<file path="config.mk">
export PLATFORM = sky130hd
export DESIGN_NAME = mul_ex_sequencer
export DESIGN_NICKNAME = d
export VERILOG_FILES = /design/src/rtl/alu_pkg.sv /design/src/rtl/mul_shift_add_core.sv /design/src/rtl/mul_ex_sequencer.sv
export SDC_FILE = /design/constraint.sdc
export NUM_CORES = 1
export LEC_CHECK = 0
export CAP_MARGIN = 20
export CELL_PAD_IN_SITES_DETAIL_PLACEMENT = 0
export CELL_PAD_IN_SITES_GLOBAL_PLACEMENT = 1
export CORE_ASPECT_RATIO = 1.4
export CORE_UTILIZATION = 43
export DETAILED_ROUTE_END_ITERATION = 6
export GPL_ROUTABILITY_DRIVEN = 0
export GPL_TIMING_DRIVEN = 0
export MAX_ROUTING_LAYER = met4
export PLACE_DENSITY = 0.79
export REMOVE_ABC_BUFFERS = 1
export SLEW_MARGIN = 20
export SYNTH_ARGS = -nofsm -noshare
export SYNTH_HDL_FRONTEND = slang
export SYNTH_SLANG_ARGS = --single-unit
</file>
<file path="constraint.sdc">
create_clock -name clk_i -period 2.73 [get_ports clk_i]
set_input_delay 0.546 -clock clk_i [delete_from_list [all_inputs] [get_ports clk_i]]
set_output_delay 0.546 -clock clk_i [all_outputs]
set_load 0.01 [all_outputs]
</file>
<file path="src/rtl/alu_pkg.sv">
// Shared ALU definitions: control codes, default datapath width and the
// state encoding of the multiply sequencer.
package alu_pkg;

    localparam int DEFAULT_DATA_W = 32;

    typedef enum logic [2:0] {
        ALU_ADD = 3'b000,
        ALU_SUB = 3'b001,
        ALU_AND = 3'b010,
        ALU_OR  = 3'b011,
        ALU_MUL = 3'b100
    } alu_ctrl_e;

    typedef enum logic [1:0] {
        ST_IDLE = 2'b00,
        ST_BUSY = 2'b01,
        ST_DONE = 2'b10
    } mul_state_e;

    // True when the decoded ALU control code selects the multiplier.
    function automatic logic is_mul(input logic [2:0] code);
        return code == ALU_MUL;
    endfunction

endpackage

</file>
<file path="src/rtl/mul_shift_add_core.sv">
// Shift-add multiply datapath: accumulator, shifting multiplicand and
// multiplier. One partial product is added per step; the low DATA_W bits of
// the product build up in acc.
module mul_shift_add_core
    import alu_pkg::*;
#(
    parameter int DATA_W = DEFAULT_DATA_W
) (
    input  logic              clk,
    input  logic              rst_n,
    input  logic              load,
    input  logic              step,
    input  logic [DATA_W-1:0] multiplicand,
    input  logic [DATA_W-1:0] multiplier,
    output logic [DATA_W-1:0] acc,
    output logic              mplier_zero
);

    logic [DATA_W-1:0] mcand;
    logic [DATA_W-1:0] mplier;

    // Capture operands on load, otherwise run one shift-add iteration per step.
    always_ff @(posedge clk or negedge rst_n) begin
        // NOTE: the datapath registers are reset as well, so acc reads 0 (not X) after reset.
        if (!rst_n) begin
            acc    <= '0;
            mcand  <= '0;
            mplier <= '0;
        end else if (load) begin
            // NOTE: non-blocking assignments: every register below sees pre-edge values.
            acc    <= '0;
            mcand  <= multiplicand;
            mplier <= multiplier;
        end else if (step) begin
            if (mplier[0]) begin
                acc <= acc + mcand;
            end
            mcand  <= mcand << 1;
            mplier <= mplier >> 1;
        end
    end

    // Multiplier becomes zero after the current step: no partial products remain.
    assign mplier_zero = (mplier[DATA_W-1:1] == '0);

endmodule

</file>
<file path="src/rtl/mul_ex_sequencer.sv">
// EX-stage multiply sequencer. Detects a live mul, freezes the front of the
// pipeline while the shift-add core iterates, then presents the product for
// exactly one cycle with the stall released so writeback picks it up.
module mul_ex_sequencer
    import alu_pkg::*;
#(
    parameter int DATA_W     = DEFAULT_DATA_W,
    parameter bit EARLY_EXIT = 1'b0
) (
    input  logic              clk_i,
    input  logic              rst_i,
    input  logic              valid_i,
    input  logic [2:0]        ALUCtrl_i,
    input  logic              flush_i,
    input  logic [DATA_W-1:0] data1_i,
    input  logic [DATA_W-1:0] data2_i,
    output logic              stall_o,
    output logic              busy_o,
    output logic [DATA_W-1:0] result_o,
    output logic              result_valid_o
);

    localparam int              CNT_W     = (DATA_W > 1) ? $clog2(DATA_W) : 1;
    localparam logic [CNT_W-1:0] LAST_ITER = CNT_W'(DATA_W - 1);

    mul_state_e        state;
    logic [CNT_W-1:0]  count;
    logic [DATA_W-1:0] result_q;
    logic [DATA_W-1:0] acc;
    logic              mplier_zero;
    logic              start;
    logic              load;
    logic              step;
    logic              last_iter;

    assign start     = valid_i && is_mul(ALUCtrl_i) && !flush_i;
    assign load      = (state == ST_IDLE) && start;
    assign step      = (state == ST_BUSY) && !flush_i;
    assign last_iter = (count == LAST_ITER) || (EARLY_EXIT && mplier_zero);

    mul_shift_add_core #(
        .DATA_W (DATA_W)
    ) u_core (
        .clk          (clk_i),
        .rst_n        (rst_i),
        .load         (load),
        .step         (step),
        .multiplicand (data1_i),
        .multiplier   (data2_i),
        .acc          (acc),
        .mplier_zero  (mplier_zero)
    );

    // Sequencer: idle -> busy iterations -> one-cycle done; keeps the last product.
    always_ff @(posedge clk_i or negedge rst_i) begin
        if (!rst_i) begin
            state    <= ST_IDLE;
            count    <= '0;
            result_q <= '0;
        end else begin
            unique case (state)
                ST_IDLE: begin
                    if (start) begin
                        state <= ST_BUSY;
                        count <= '0;
                    end
                end
                ST_BUSY: begin
                    if (flush_i) begin
                        state <= ST_IDLE;
                    end else begin
                        count <= count + CNT_W'(1);
                        if (last_iter) begin
                            state <= ST_DONE;
                        end
                    end
                end
                ST_DONE: begin
                    // Inputs are ignored here: the same mul is still on them.
                    if (!flush_i) begin
                        result_q <= acc;
                    end
                    state <= ST_IDLE;
                end
                default: state <= ST_IDLE;
            endcase
        end
    end

    // Pipeline handshake: stall while multiplying, pulse valid in the done cycle.
    always_comb begin
        // NOTE: defaults first so every path assigns every output and no latch is inferred.
        stall_o        = 1'b0;
        result_valid_o = 1'b0;
        if (rst_i) begin
            unique case (state)
                ST_IDLE: stall_o        = start;
                ST_BUSY: stall_o        = !flush_i;
                ST_DONE: result_valid_o = !flush_i;
                default: stall_o        = 1'b0;
            endcase
        end
    end

    assign busy_o   = (state != ST_IDLE);
    assign result_o = (state == ST_DONE) ? acc : result_q;

endmodule
</file>
== Word-level counts from Yosys, hierarchy flattened ==
Index checks and enable logic that the tools add are counted.

* $add $sub $neg: 2
* Equality and inequality tests: 7
* Multiplexer cells: 19
* Bitwise operators: 1
* Reduce and logical (&&, ||, !) cells: 14

{| class="wikitable"
|+ Operators by type and width
! operator !! number
|-
| $mux W32 || 8
|-
| $add A32 B32 Y32 || 1
|-
| $mux W5 || 2
|-
| $pmux W5 S2 || 1
|-
| $reduce_bool A2 Y1 || 4
|-
| $mux W2 || 3
|-
| $reduce_and A2 Y1 || 3
|-
| $add A5 B1 Y5 const B || 1
|-
| $eq A5 B5 Y1 const B || 1
|-
| $logic_and A1 B1 Y1 || 4
|-
| $ne A2 B2 Y1 const B || 2
|-
| $pmux W2 S2 || 1
|-
| $eq A3 B3 Y1 const B || 1
|-
| $mux W1 || 3
|-
| $ne A3 B3 Y1 const B || 1
|-
| $reduce_and A3 Y1 || 1
|-
| $eq A2 B1 Y1 const B || 1
|-
| $eq A2 B2 Y1 const B || 1
|-
| $logic_not A2 Y1 || 1
|-
| $pmux W1 S2 || 1
|-
| $logic_not A1 Y1 || 1
|-
| $not A1 Y1 || 1
|}

* Register bits after elaboration: 135
* Input port bits: 71
* Output and inout port bits: 35
* Logic and storage cells: 49

== Logic depth before layout (Yosys ltp) ==
Gate-level depths: netlist of the first run.

* Depth in word-level cells: 6
* Gate-level depth with buffers: 10
* Gate-level depth less buffers: 10

== By module ==
Synthesis of the first run repeated with hierarchy kept, for this count alone.

* Cell total of the unflattened synthesis: 774
* Area total of the unflattened synthesis: 7,960.1 um2

{| class="wikitable"
|+ By module, submodules not included
! module !! instances !! cells an instance !! area an instance (um2) !! seq. area each (um2)
|-
| mul_shift_add_core || 1 || 627 || 5,824.3 || 2,402.3
|-
| mul_ex_sequencer || 1 || 147 || 2,135.8 || 975.9
|}

== Worst setup path before layout of the first run ==
Ideal clock, no wire load.

* Kind: reg-to-reg
* Start: register u_core.acc[0]
* End: register u_core.acc[30]
* Library setup time: 0.124 ns
* Arrival time: 2.238 ns
* Data required time: 2.606 ns
* Setup slack: 0.368 ns
* Cell stages (with the launch flop): 11
* Path buffers: 0
* Period minus slack after synthesis: 2.362 ns
* Cell sequence: dfrtp_1 -> ha_1 -> inv_1 -> fa_1 -> nor2b_1 -> o2111ai_1 -> a21oi_2 -> a41oi_2 -> o221ai_2 -> o31ai_1 -> a211o_1

* Word-level cells in the longest chain between the ends: 4

{| class="wikitable"
|+ Ends and longest elaborated chain
! item !! RTL line !! text
|-
| start, declared || mul_shift_add_core.sv:15 || <nowiki>output logic [DATA_W-1:0] acc,</nowiki>
|-
| start signal, assigned || mul_shift_add_core.sv:36 || <nowiki>acc <= acc + mcand;</nowiki>
|-
| $add A32 B32 Y32 || mul_shift_add_core.sv:36 ||
|-
| $mux W32 || mul_shift_add_core.sv:35 || <nowiki>if (mplier[0]) begin</nowiki>
|-
| $mux W32 || mul_shift_add_core.sv:34 || <nowiki>end else if (step) begin</nowiki>
|-
| $mux W32 || mul_shift_add_core.sv:29 || <nowiki>end else if (load) begin</nowiki>
|}

Every way passes these cells. The select of a mux whose other input is x is not followed.
A chain may end at the register's enable or synchronous reset.

== Worst setup path in the final report of the first run ==
* Start: register state[1]
* End: output port result_o[27]

* Word-level cells in the longest chain between the ends: 2

{| class="wikitable"
|+ Ends and longest elaborated chain
! item !! RTL line !! text
|-
| start, declared || mul_ex_sequencer.sv:26 || <nowiki>mul_state_e state;</nowiki>
|-
| start signal, assigned || mul_ex_sequencer.sv:57 || <nowiki>state <= ST_IDLE;</nowiki>
|-
| start signal, assigned || mul_ex_sequencer.sv:64 || <nowiki>state <= ST_BUSY;</nowiki>
|-
| start signal, assigned || mul_ex_sequencer.sv:70 || <nowiki>state <= ST_IDLE;</nowiki>
|-
| $eq A2 B2 Y1 || mul_ex_sequencer.sv:106 || <nowiki>assign result_o = (state == ST_DONE) ? acc : result_q;</nowiki>
|-
| $mux W32 || mul_ex_sequencer.sv:106 ||
|-
| end, declared || mul_ex_sequencer.sv:19 || <nowiki>output logic [DATA_W-1:0] result_o,</nowiki>
|}

Every way passes these cells.

==> reports/results.txt, run 1 <==
The flow ran to the end, and the final reports show no timing, DRC or antenna violations. The tools report the maximum vdd drop as 0.416 mV. Setup repair after global routing could not meet its margin everywhere. Level count of the clock H-tree: 4. Summed over all layers, the global routing overflow is 0. For this run, asynchronously set or reset flops after synthesis account for 100%. The placed instances occupy a cell area of 0.00915 sq mm. The worst setup path is of the flip-flop to output port kind. The first global-routing pass estimated 33100 um of wire. The CTS buffer count came out at 17. Switching part of the total power: 32.7%. The timing-limited maximum frequency was 377 MHz. The run gives 6381 as the number of global-route vias before repair. The initial antenna violation count is 0, and the count of final hold-check violations is 0. The number of flops mapped to enable cells by yosys is 0.

The tools report the DRC violation count after routing as 0. The tightest min-delay check is of the primary input to asynchronous set/reset pin type. The longest clock path from root to sink contains 2 buffers.

The worst setup path is launched from a flip-flop. The floorplan core area was 0.0175 sq mm; the initial standard-cell utilization of the core was 44.3%. The number of cells on the worst reg-to-reg path was 10; the warning count from the yosys run was 0. The post-route minimum period works out to 2.65 ns. Summed over all cells, the static leakage comes to 4.90 nW.

The finished cells cover 0.0101 sq mm. The post-synthesis cell type count was 72; the total global routing track utilization was 23.8%. Power spread over the standard cell area amounts to 719 mW/mm^2. The logs give 35.9% for the relative contribution of the clock network to total power and 2.18 ns for the required arrival time at the worst endpoint. In the final routed layout, each cell accounts on average for 17.2 um. The HPWL after detailed placement is 13300 um.

The run gives 1134 as the number of cells after detailed placement. The run gives 0.0127 ns as the clock tree skew after final layout. The synthesis-stage register bit count came out at 135. Cells with a size suffix above 1 make up 17.2% of the layout. The number of detailed-route iterations in the first pass is 4, and the transition time of the tightest slew-check pin is 0.872 ns.

The cell area after technology mapping is 0.00778 sq mm. The run gives 0.15 ns as the flop-to-flop setup slack. The final route contains 6465 vias. Clock-pin slew was measured on the worst setup and hold paths at 0.06 ns. For this design the total switching power over the nets is 0.00238 W. TritonCTS built the clock tree. Sequential cells account for 38.0% of the total power. Setup violations remaining at the end of the flow were counted as 0. Wires add up to 20400 um.

CTS placed an instance of clkbuf_16 at the clock tree root. The tools report the number of pins exceeding their max-slew limit in the final report as 0. Maximum fanout along the worst path: 15. The count of maximum capacitance violations came out at 0. From synthesis to final layout, the design area changed by 30.1%. The die boundary width is 116 um. Entering global routing, the biggest net connects 82 pins. In this run the tool buffered the top-level ports with 105 buffer cells. In this run the mean area of a mapped cell was 9.32 sq um.

The clock net in this run drives a total of 135 sinks. For the worst setup path, the data arrival time is 2.11 ns. At the later pin of the worst-skew pair, clock insertion delay measures 0.43 ns. After the last flow step, the layout net total stands at 1045.

The via density per instance came out at 5.44. Post-route clock period utilization: 97.2%. The floorplan die area was 0.0186 sq mm; the I/O pin total was 106. For the setup TNS, the log shows 0 ns. The cell count after synthesis came out at 834. STA classifies the critical path endpoint as an output port. The final instance count without filler cells was 1189; the iteration-0 DRC count of the detailed router was 258. The proportion of synthesized chip area in sequential cells came out at 43.4%. The internal portion of the total power is 0.00490 W. The tools report the relative slew slack as 41.9%. Combinational logic is responsible for 26.1% of the overall power.

The floorplan has 57 rows. The vertical extent of the die is 161 um. Once detail routing completed, the nets flagged for antenna violations numbered 0.

The repair_antennas step left the layout with diodes totalling 0. The most instantiated flip-flop cell in the synthesis netlist was dfrtp_1.
==> kinds of logic after synthesis <==
group | synth area share (%)
xor gates and xnor gates | 2.70
buffers and inverters | 3.07
muxes | 9.78
and+or+nand+nor | 18.0
DFF | 43.4
AOI/OAI and AO/OA | 17.5
adders and majority gates | 5.57
==> final timing paths <==
path,startpoint,end
setup reg to reg,u_core.acc[0],u_core.acc[30]
min in group clk_i,u_core.mplier[18],u_core.mplier[18]
hold reg to reg,u_core.mplier[18],u_core.mplier[18]
max in group asynchronous,rst_i,result_q[21]
setup / recovery,state[1],result_o[27]
hold / removal,rst_i,u_core.mplier[28]
==> placed cells by master, fill, tap and decap left out, types with 3 or more instances in the layout <==
cell,n
mux2i_1,4
a21oi_1,31
dfrtp_1,135
inv_1,5
buf_16,5
dlymetal6s2s_1,15
bufinv_16,5
clkinv_4,3
o211ai_1,6
xor2_1,12
ha_1,33
buf_4,18
nor3_1,5
inv_6,3
o21bai_1,4
o21ai_0,26
mux2_2,64
nor2_1,57
buf_8,4
clkdlybuf4s50_1,84
nand3b_1,3
nand3_1,9
a31oi_1,30
o21a_1,7
and3_1,3
a22oi_1,33
dlygate4sd2_1,3
clkbuf_16,17
o21ai_1,13
nand4_1,11
xnor2_1,12
a21o_1,12
nand2_1,196
a211oi_1,4
==> per-stage QoR <==
| stage | setup WS (ns) | power (W) | hold slack [ns] | utilization, % |
|---|---|---|---|---|
| floorplan | -1.56 | 0.00406 | 0.250 | - |
| global placement | -4.60 | 0.00459 | 0.467 | 50.7 |
| detailed placement | -1.02 | 0.00463 | 0.463 | 52.1 |
| CTS | 0.000356 | 0.00729 | 0.0436 | 57.1 |
| global route | -0.0131 | 0.00769 | 0.0624 | 57.6 |
| finish | 0.0768 | 0.00727 | 0.0228 | 57.6 |
==> flip-flops by register name (all words and copies together) (netlist names) <==
| register | count |
|---|---|
| count | 5 |
| u_core.mplier | 32 |
| u_core.acc | 32 |
| result_q | 32 |
| u_core.mcand | 32 |
| state | 2 |
==> power by group through the flow <==
stage	logic, W	clock network (W)	registers (W)
3_5_place_dp	0.00184	0	0.00279
3_3_place_gp	0.00181	0	0.00278
2_1_floorplan	0.00138	0	0.00267
5_1_grt	0.00214	0.00272	0.00282
4_1_cts	0.00188	0.00265	0.00276
6_report	0.00190	0.00261	0.00276
==> metal layers <==
layer  vias to the layer above  share of wire [%]  GRT usage [%]
met4                         0                2.7           9.38
met2                       148                 50           39.0
met3                        42                4.5           4.77
li1                       3173                  -              -
met1                      3102                 43           28.7
met5                         -                  0              -
==> cells in the mapped netlist, types with 3 or more instances <==
| cell type | n | area [sq um] |
|---|---|---|
| o21a_1 | 7 | 52.6 |
| o21ai_0 | 26 | 130 |
| nand4_1 | 11 | 68.8 |
| nor3_1 | 6 | 30.0 |
| a21oi_2 | 3 | 26.3 |
| nand3b_1 | 3 | 22.5 |
| nand2_1 | 197 | 739 |
| ha_1 | 33 | 413 |
| nor2_1 | 59 | 221 |
| a31oi_1 | 30 | 188 |
| o21ai_1 | 14 | 70.1 |
| a21o_1 | 12 | 90.1 |
| nor2b_1 | 6 | 37.5 |
| mux2_2 | 64 | 721 |
| clkbuf_1 | 29 | 109 |
| a21oi_1 | 31 | 155 |
| nand2b_1 | 3 | 18.8 |
| xor2_1 | 12 | 105 |
| buf_2 | 13 | 65.1 |
| o21bai_1 | 4 | 30.0 |
| xnor2_1 | 12 | 105 |
| dfrtp_1 | 135 | 3380 |
| nand3_1 | 9 | 45.0 |
| a22oi_1 | 33 | 248 |
| o211ai_1 | 6 | 45.0 |
| and3_1 | 3 | 18.8 |
| a211oi_1 | 4 | 30.0 |
| buf_1 | 6 | 22.5 |
| mux2i_1 | 4 | 40.0 |
| inv_1 | 5 | 18.8 |
==> worst max-delay path, stage by stage, from the launching register on <==
cell and delay (ns):
dfrtp_1 0.38, nor2b_4 0.22, buf_6 0.21, mux2_2 0.36, clkdlybuf4s50_1 0.49
==> layout make-up <==
type | count | area (sq um)
repair buffers | 135 | 1480
flip-flops and latches | 135 | 3380
clock buffers | 19 | 453
clock inverters | 13 | 215
multi-input cells | 646 | 4280
inverters | 5 | 18.8
well taps | 236 | 295
fillers | 1603 | 7430
==> what timing repair did <==
item | 4_1_cts | 5_1_grt
buffers inserted | 18 | 2
hold buffers | 0 | 0
setup endpoints to repair | 54 | 46
gates cloned | 3 | 1
resized for setup | 11 | 24
pin swaps | 5 | 6
No activity file was read; power rests on OpenSTA's default activity.
==> inputs of run 2 (changes only) <==
--- a/config.mk
+++ b/config.mk
@@ -16,6 +16,7 @@
 export MAX_ROUTING_LAYER = met4
 export PLACE_DENSITY = 0.79
 export REMOVE_ABC_BUFFERS = 1
+export SETUP_SLACK_MARGIN = 0.05
 export SLEW_MARGIN = 20
 export SYNTH_ARGS = -nofsm -noshare
 export SYNTH_HDL_FRONTEND = slang
==> run 2 against run 1 <==
Effect of this change: critical path type unchanged; first-iteration DRC count increased by 8.5%; fmax decreased by 0.59%; combinational power about the same; clock skew about the same; sequential cell count unchanged; setup slack got worse by 0.016 ns; via count increased by 0.59%; largest cell class unchanged; highest routed layer unchanged; sequential power about the same.
==> reports/results.txt, run 2 (synthesis results as in run 1) <==
The flow ran to the end, and the final reports show no timing, DRC or antenna violations. At the pin with the least slew margin, the transition time is 0.906 ns. After detailed placement, the total cell area comes to 0.00915 sq mm. The path class of the tightest hold or removal check is primary input to asynchronous set/reset pin. For the data arrival time at the worst-slack endpoint, the log shows 2.12 ns. Post-synthesis to final-layout area growth: 31.7%.

The die covers 0.0186 sq mm. Headroom to the max-slew limit came out at 39.6%. The clock period could shrink to 2.67 ns. Setup repair after global routing could not meet its margin everywhere.

The count of maximum capacitance violations was 0. Traced cell by cell, the critical path runs through nor2b_4 -> buf_12 -> buf_16 -> buf_12 -> mux2_2 -> dlygate4sd2_1. Row generation in the floorplan step produced 57 rows. The total overflow left after global routing is 0. For this design the top-level I/O count stands at 106. The number of cells on the worst reg-to-reg path is 17, and the die boundary width is 116 um.

The number of global-route vias before repair is 6444. The tools report the remaining antenna violation count as 0. The initial utilization of the core area, before any placement, comes to 44.3%. The global-route wire length before repair is 33200 um, and the clock input transition at the sequential cells of the worst setup and hold paths is 0.06 ns. The DRC violation count after routing is 0, and the CTS buffer count is 17.

The static leakage was 4.77 nW; the setup TNS was 0 ns. In the routed layout, each cell is associated on average with a via count of 5.41. The tools report the timing-limited maximum frequency as 375 MHz.

Once routing completed, OpenROAD measured the worst setup slack at 0.0611 ns. The fraction of final layout cells sized beyond drive strength 1 was 19.5%. The area of all placed cells without fillers came out at 0.0102 sq mm.

Input and output buffers added on the ports amount to 105. The count of final hold-check violations was 0. The number of pins exceeding their max-slew limit in the final report was 0. The number of detailed-route iterations in the first pass is 4.

Of all nets on the critical path, the largest fanout is 17. For this design, the slowest cell found on the critical path is dfrtp_1. The hold buffer count at CTS came out at 0. The iteration-0 DRC count of the detailed router is 280. Once placement completed, the tool counted placed cells totaling 1134. The power density over the cells was 712 mW/mm^2; the buffer levels on the longest clock path was 2. Setup violations remaining at the end of the flow were counted as 0. The startpoint identified for the worst register-to-register timing path is state[0]. The flop-to-flop setup slack was 0.17 ns; the count of clock tree sinks was 135. Detailed placement ended at an HPWL of 13300 um. TritonCTS built the clock tree.

After the flow finishes, the layout carries non-filler instances totaling 1203. The tools report the cell at the root of the clock tree as clkbuf_16. The total global routing track utilization came out at 23.9%.

IR analysis of the VDD net gives a maximum drop of 0.417 mV. The critical path class was flip-flop to output port. The initial antenna violation count came out at 0. Entering global routing, the biggest net connects 82 pins. Cell with the most instances on the worst path: buf_12.

The clock insertion delay at the later pin of the skew report was 0.43 ns; the vertical extent of the die was 161 um. The worst setup path is launched from a flip-flop. STA classifies the critical path endpoint as an output port. Dividing the detail-routed wire length by the instance count gives 17.2 um. The worst register-to-register path ends at u_core.mplier[4]. The H-tree was split into 4 levels.

The layout has 1590 filler cells. Leaving out fill and tap cells, the most frequent cell in the layout is nand2_1. In the final design database the tool counted 1058 nets. The top cell types in the final layout, fill and taps aside, are 196 x nand2_1, 135 x dfrtp_1, 84 x clkdlybuf4s50_1, 64 x mux2_2, 49 x nor2_1. For the total via count after detailed routing, the log shows 6503.

The floorplan core area was 0.0175 sq mm; the required arrival time at the worst endpoint was 2.18 ns. The largest single stage delay on the critical path is 0.42 ns. The clock tree skew after final layout is 0.0129 ns, and the final routed wirelength across all metal layers is 20700 um. The post-route clock period utilization was 97.8%; the setup slack at placement was -1.02 ns.
run 2: what timing repair did:
action / CTS / global route
cloned: 3 / 2
buffers inserted: 19 / 12
setup endpoints to repair: 57 / 33
resized for setup: 27 / 24
pin swaps: 7 / 8
hold endpoints to repair: 0 / 0
run 2: per-stage QoR:
stage               power [W]  util [%]  hold WS [ns]
global route          0.00771      58.4        0.0624
floorplan             0.00406         -         0.250
CTS                   0.00729      57.0        0.0436
global placement      0.00459      50.7         0.467
finish                0.00729      58.4        0.0254
detailed placement    0.00463      52.1         0.463
run 2: worst max-delay path, delay by kind of cell (launching register included):
kind,cells,cell delay (ns)
multiplexers,1,0.35
flip-flops,1,0.42
buffers and inverters,4,0.67
AND/OR/NAND/NOR,1,0.24
run 2: area by class of cell:
cell class                      count  area (sq um)  share of cell area (%)
Tap cell                          236           295                    2.88
Antenna cell                        1          2.50                  0.0244
Multi-Input combinational cell    645          4300                    42.0
Clock inverter                     13           215                    2.10
Timing Repair Buffer              149          1580                    15.4
Sequential cell                   135          3380                    33.0
Inverter                            5          18.8                   0.183
Clock buffer                       19           453                    4.42
run 2: how the worst max path moves through the flow:
| stage | slack [ns] | endpoint | startpoint | cells past startpoint |
|---|---|---|---|---|
| after floorplan | -1.56 | result_valid_o | state[0] | 3 |
| after global placement | -4.60 | result_q[23] | rst_i | 1 |
| after detailed placement | -1.02 | stall_o | flush_i | 8 |
| after CTS | 0.008 | stall_o | state[1] | 8 |
| after global routing | 0.007 | result_o[15] | state[1] | 4 |
| final | 0.06 | result_o[3] | state[1] | 6 |
run 2: layer usage:
metal  routed length, um  vias up  GRT usage (%)
li1                    -     3204              -
met1                8890     3114           28.6
met2               10500      148           39.4
met3                 843       37           4.77
met4                 471        0           9.38
met5                   0        -              -
run 2: where the power goes:
part           internal [W]  switching (W)
sequential          0.00241       0.000351
combinational      0.000828        0.00110
clock               0.00168       0.000929
==> RTL change 1 (config.mk and constraints of run 2) <==
Change the parameter `EARLY_EXIT` from 1'b0 to 1'b1.
--- a/src/rtl/mul_ex_sequencer.sv
+++ b/src/rtl/mul_ex_sequencer.sv
@@ -5,7 +5,7 @@
     import alu_pkg::*;
 #(
     parameter int DATA_W     = DEFAULT_DATA_W,
-    parameter bit EARLY_EXIT = 1'b0
+    parameter bit EARLY_EXIT = 1'b1
 ) (
     input  logic              clk_i,
     input  logic              rst_i,
Behaviour: not the same (Yosys sat finds a counterexample within 4 cycles, from zero or initial values and one cycle with rst_i low).
==> RTL change 1 against run 2 <==
Sequential cell count stayed put. Design area is 1.7% lower. Sequential power is 4% higher. Critical path depth is 2 higher. Synthesized area is 1.5% lower. Wire length is 3.7% lower. Combinational power is 3% higher. Clock skew is 0.0062 ns lower. Power is 2.7% lower. Via count is 1.2% lower. First-iteration DRC count is 28% higher. Worst setup slack worse by 0.018 ns. Critical endpoint is now stall_o.
==> RTL change 1: results (changes against run 2) <==
\begin{tabular}{lr}
\hline
Metric & Value \\
\hline
\multicolumn{2}{l}{\textbf{Outcome}} \\
Run status & finished clean (unchanged) \\
\multicolumn{2}{l}{\textbf{Global route}} \\
Global-route usage over all layers & 22.7\% (was 23.9\%) \\
Number of global-route vias before repair & 6,406 (was 6,444) \\
First-pass GRT wire length & 31.8 mm (was 33.2 mm) \\
\multicolumn{2}{l}{\textbf{Power}} \\
Worst IR Drop VDD & 0.000441 V (was 0.000417 V) \\
Static leakage & 5.12 nW (was 4.77 nW) \\
\multicolumn{2}{l}{\textbf{Finish}} \\
Area occupied by registers & 3380 um2 (about the same) \\
\# fillers & 1,577 (was 1,590) \\
Share of layout cells above drive strength 1 & 18.1\% (was 19.5\%) \\
Net count, final & 1,031 (was 1,058) \\
Count of non-filler cells in the finished layout & 1,176 (was 1,203) \\
\multicolumn{2}{l}{\textbf{Critical path}} \\
Reg2reg start & u\_core.acc[9]\$\_DFFE\_PN0P\_ (was state[0]\$\_DFFE\_PN0P\_) \\
Worst setup path start & state[0]\$\_DFFE\_PN0P\_ (was state[1]\$\_DFFE\_PN0P\_) \\
Largest delay share family, worst path & simple AND/OR/NAND/NOR gates (was buffers and inverters) \\
Arr. time, crit path & 2.14 ns (was 2.12 ns) \\
Maximum fanout encountered on the critical timing path & 3 (was 17) \\
\multicolumn{2}{l}{\textbf{Route}} \\
Initial drt markers & 359 (was 280) \\
Vias per inst & 5.47 (was 5.41) \\
Total routed wirelength & 19.9 mm (was 20.7 mm) \\
\multicolumn{2}{l}{\textbf{Place}} \\
Number of cells after detailed placement & 1,122 (was 1,134) \\
Setup slack at placement & -1.15 ns (was -1.02 ns) \\
Count of input and output buffers & 105 (unchanged) \\
Cell area reported after detailed placement & 9100 um2 (was 9150 um2) \\
Sum of net half-perimeters after detailed placement & 13.4 mm (was 13.3 mm) \\
\multicolumn{2}{l}{\textbf{Logic synthesis}} \\
Synthesized area per cell & 9.37 um2 (was 9.32 um2) \\
Most frequent cells after synthesis & 181 x sky130\_fd\_sc\_hd\_\_nand2\_1, 135 x sky130\_fd\_sc\_hd\_\_dfrtp\_1, 64 x sky130\_fd\_sc\_hd\_\_mux2\_2 (was 197 x sky130\_fd\_sc\_hd\_\_nand2\_1, 135 x sky130\_fd\_sc\_hd\_\_dfrtp\_1, 64 x sky130\_fd\_sc\_hd\_\_mux2\_2) \\
Distinct cells, synth & 55 (was 72) \\
Part of the Yosys area used for sequential elements & 44.1\% (was 43.4\%) \\
\multicolumn{2}{l}{\textbf{Timing}} \\
Worst-margin pin slew & 0.711 ns (was 0.906 ns) \\
\hline
\end{tabular}
RTL change 1: changes by cell type after synthesis, sizes merged, moves of 5 or more:
cell and delta:
nand2b +6, nand2 -17, o21a -8, o21ai +5
RTL change 1: what timing repair did:
item / CTS / global route
gates resized for setup: 14 / 48
pin swaps: 4 / 8
cloned: 1 / 3
setup endpoints to repair: 64 / 43
setup buffers: 7 / 11
RTL change 1: final timing paths:
path                       slack, ns  cells past startpoint                          to
max                             0.04                      8                     stall_o
min                             0.05                      1        state[1]$_DFFE_PN0P_
max reg2reg                     0.13                     10  u_core.acc[28]$_DFFE_PN0P_
min reg2reg                     0.50                      1  u_core.acc[31]$_DFFE_PN0P_
max in group asynchronous       1.94                      2  u_core.acc[10]$_DFFE_PN0P_
min in group clk_i              0.50                      1  u_core.acc[31]$_DFFE_PN0P_
RTL change 1: final cells by class:
type	instances	area share (%)
flip-flops and latches	135	33.6
diodes	1	0.0249
clock inverters	7	0.646
repair buffers	137	15.5
multi-input cells	626	41.8
inverters	9	0.336
clock buffers	25	5.22
well taps	236	2.93
RTL change 1: kinds of logic after synthesis:
family | Yosys count | synth area share (%)
simple gates | 313 | 17.3
compound gates | 187 | 17.2
flops | 135 | 44.1
mux | 69 | 10.1
buf+inv | 58 | 3.12
fa+ha+maj | 34 | 5.65
xor+xnor | 22 | 2.52
RTL change 1: power breakdown:
group	internal, mW	total (mW)	leakage, nW	switching [mW]
Sequential	2.44	2.86	1.77	0.418
Combinational	0.905	1.97	3.06	1.06
Clock	1.42	2.27	0.291	0.850
Total	4.77	7.10	5.12	2.33
RTL change 1: layer usage:
layer / GRT usage (%) / wire length, um / vias up
met1: 26.2 / 8300 / 3159
met3: 5.12 / 896 / 24
met5: - / 0 / -
met4: 6.55 / 386 / 0
li1: - / - / 3117
met2: 39.0 / 10400 / 128
==> RTL change 2 (flow settings as in run 2) <==
Made on the original files. Re-encode `mul_state_e` (3 states) as one-hot, 3 bits wide.
--- a/src/rtl/alu_pkg.sv
+++ b/src/rtl/alu_pkg.sv
@@ -12,10 +12,10 @@
         ALU_MUL = 3'b100
     } alu_ctrl_e;
 
-    typedef enum logic [1:0] {
-        ST_IDLE = 2'b00,
-        ST_BUSY = 2'b01,
-        ST_DONE = 2'b10
+    typedef enum logic [2:0] {
+        ST_IDLE = 3'b001,
+        ST_BUSY = 3'b010,
+        ST_DONE = 3'b100
     } mul_state_e;
 
     // True when the decoded ALU control code selects the multiplier.
Check against the original RTL: same outputs for any inputs over 10 cycles, from zero or initial values and one cycle with rst_i low; not proved beyond that.
==> RTL change 2 against run 2 <==
The run now ends with negative setup slack left. Count of clock-buffer cells in the layout up 5. Synthesized area is 1.9% lower. Sequential cell count grew 1. Design area grew 0.48%. Wire length decreased by 7.3%. Die area down 1.9%. Clock skew about the same. Sequential share of layout area rose by 0.12 points. Worst setup slack lost 0.15 ns. Synthesized cell count fell by 7.6%. Critical path type is now flop to flop.
Power is not compared: it rests on default switching activity, and its combinational part moved more than twofold at a synthesized area within 25%.
==> RTL change 2: results (changes against run 2) <==
\begin{tabular}{lr}
\hline
Metric & Value \\
\hline
\multicolumn{2}{l}{\textbf{Outcome}} \\
Run status & finished with violations (was finished clean) \\
Violated checks & negative setup slack \\
\multicolumn{2}{l}{\textbf{Timing}} \\
Count of endpoints failing setup in the final report & 6 (was 0) \\
Final worst slack & -0.0886 ns (was 0.0611 ns) \\
Worst Hold Margin & 0.0228 ns (was 0.0254 ns) \\
Worst-margin pin slew & 0.978 ns (was 0.906 ns) \\
\multicolumn{2}{l}{\textbf{Critical path}} \\
Class of the most critical setup path & flop to flop (was flop to output pin) \\
Reg2reg end & u\_core.acc[24]\$\_DFFE\_PN0P\_ (was u\_core.mplier[4]\$\_DFFE\_PN0N\_) \\
Arr. time, crit path & 3.13 ns (was 2.12 ns) \\
Reg2reg start & u\_core.mcand[0]\$\_DFFE\_PN0P\_ (was state[0]\$\_DFFE\_PN0P\_) \\
\multicolumn{2}{l}{\textbf{Route}} \\
DRT met1 WL & 7.67 mm (was 8.89 mm) \\
Vias per inst & 5.34 (was 5.41) \\
Length of routed met2 wiring & 10.4 mm (was 10.5 mm) \\
Number of optimization iterations in the first detailed-route pass & 5 (was 4) \\
\multicolumn{2}{l}{\textbf{Logic synthesis}} \\
Largest cells by area after synthesis & sky130\_fd\_sc\_hd\_\_dfrtp\_1 44\%, sky130\_fd\_sc\_hd\_\_mux2\_2 9.5\%, sky130\_fd\_sc\_hd\_\_nand2\_1 7.1\% (was sky130\_fd\_sc\_hd\_\_dfrtp\_1 43\%, sky130\_fd\_sc\_hd\_\_nand2\_1 9.5\%, sky130\_fd\_sc\_hd\_\_mux2\_2 9.3\%) \\
Part of the Yosys area used for sequential elements & 44.6\% (was 43.4\%) \\
Synthesized area per cell & 9.89 um2 (was 9.32 um2) \\
\multicolumn{2}{l}{\textbf{Place}} \\
Cell area reported after detailed placement & 9100 um2 (was 9150 um2) \\
Sum of net half-perimeters after detailed placement & 12.7 mm (was 13.3 mm) \\
Number of cells after detailed placement & 1,080 (was 1,134) \\
Setup slack at placement & -0.817 ns (was -1.02 ns) \\
\multicolumn{2}{l}{\textbf{Global route}} \\
GR Util met3 & 5.44\% (was 4.77\%) \\
Fraction of met1 tracks used by global routing & 24.1\% (was 28.6\%) \\
Global-route usage over all layers & 22.1\% (was 23.9\%) \\
Pin count of the biggest net entering global routing & 89 (was 82) \\
Number of global-route vias before repair & 6,285 (was 6,444) \\
\multicolumn{2}{l}{\textbf{Finish}} \\
Area occupied by registers & 3410 um2 (was 3380 um2) \\
Antenna fix cells & 0 (was 1) \\
Share of layout cells above drive strength 1 & 25.1\% (was 19.5\%) \\
\hline
\end{tabular}
## RTL change 2: repair_timing
action / in CTS / in global routing
setup buffers: 25 / 15
resized for setup: 62 / 113
setup endpoints to repair: 64 / 24
pin swaps: 12 / 14
gates cloned: 1 / 1
## RTL change 2: where the power goes
part	switching (mW)	internal (mW)	leakage [nW]	total (mW)
Sequential	0.164	2.23	1.81	2.39
Combinational	0.418	0.380	2.87	0.798
Clock	0.856	1.50	0.290	2.36
## RTL change 2: kinds of logic (layout without fill, tap and decap cells)
family	after synthesis	after routing	share of synthesized area, %
AO/OA/AOI/OAI	196	196	16.8
buffers and inverters	55	202	2.90
XOR/XNOR	29	29	3.33
adder cells (fa/ha/maj)	34	34	5.68
AND/OR/NAND/NOR	226	226	13.1
flip-flops	136	136	44.6
multiplexers	95	95	13.5
## RTL change 2: area by class of cell
cell class,count,share of cell area [%]
clock buffers,24,4.68
clock inverters,8,1.17
inverters,9,0.328
multi-input cells,580,41.7
flip-flops and latches,136,33.1
well taps,236,2.87
repair buffers,161,16.1
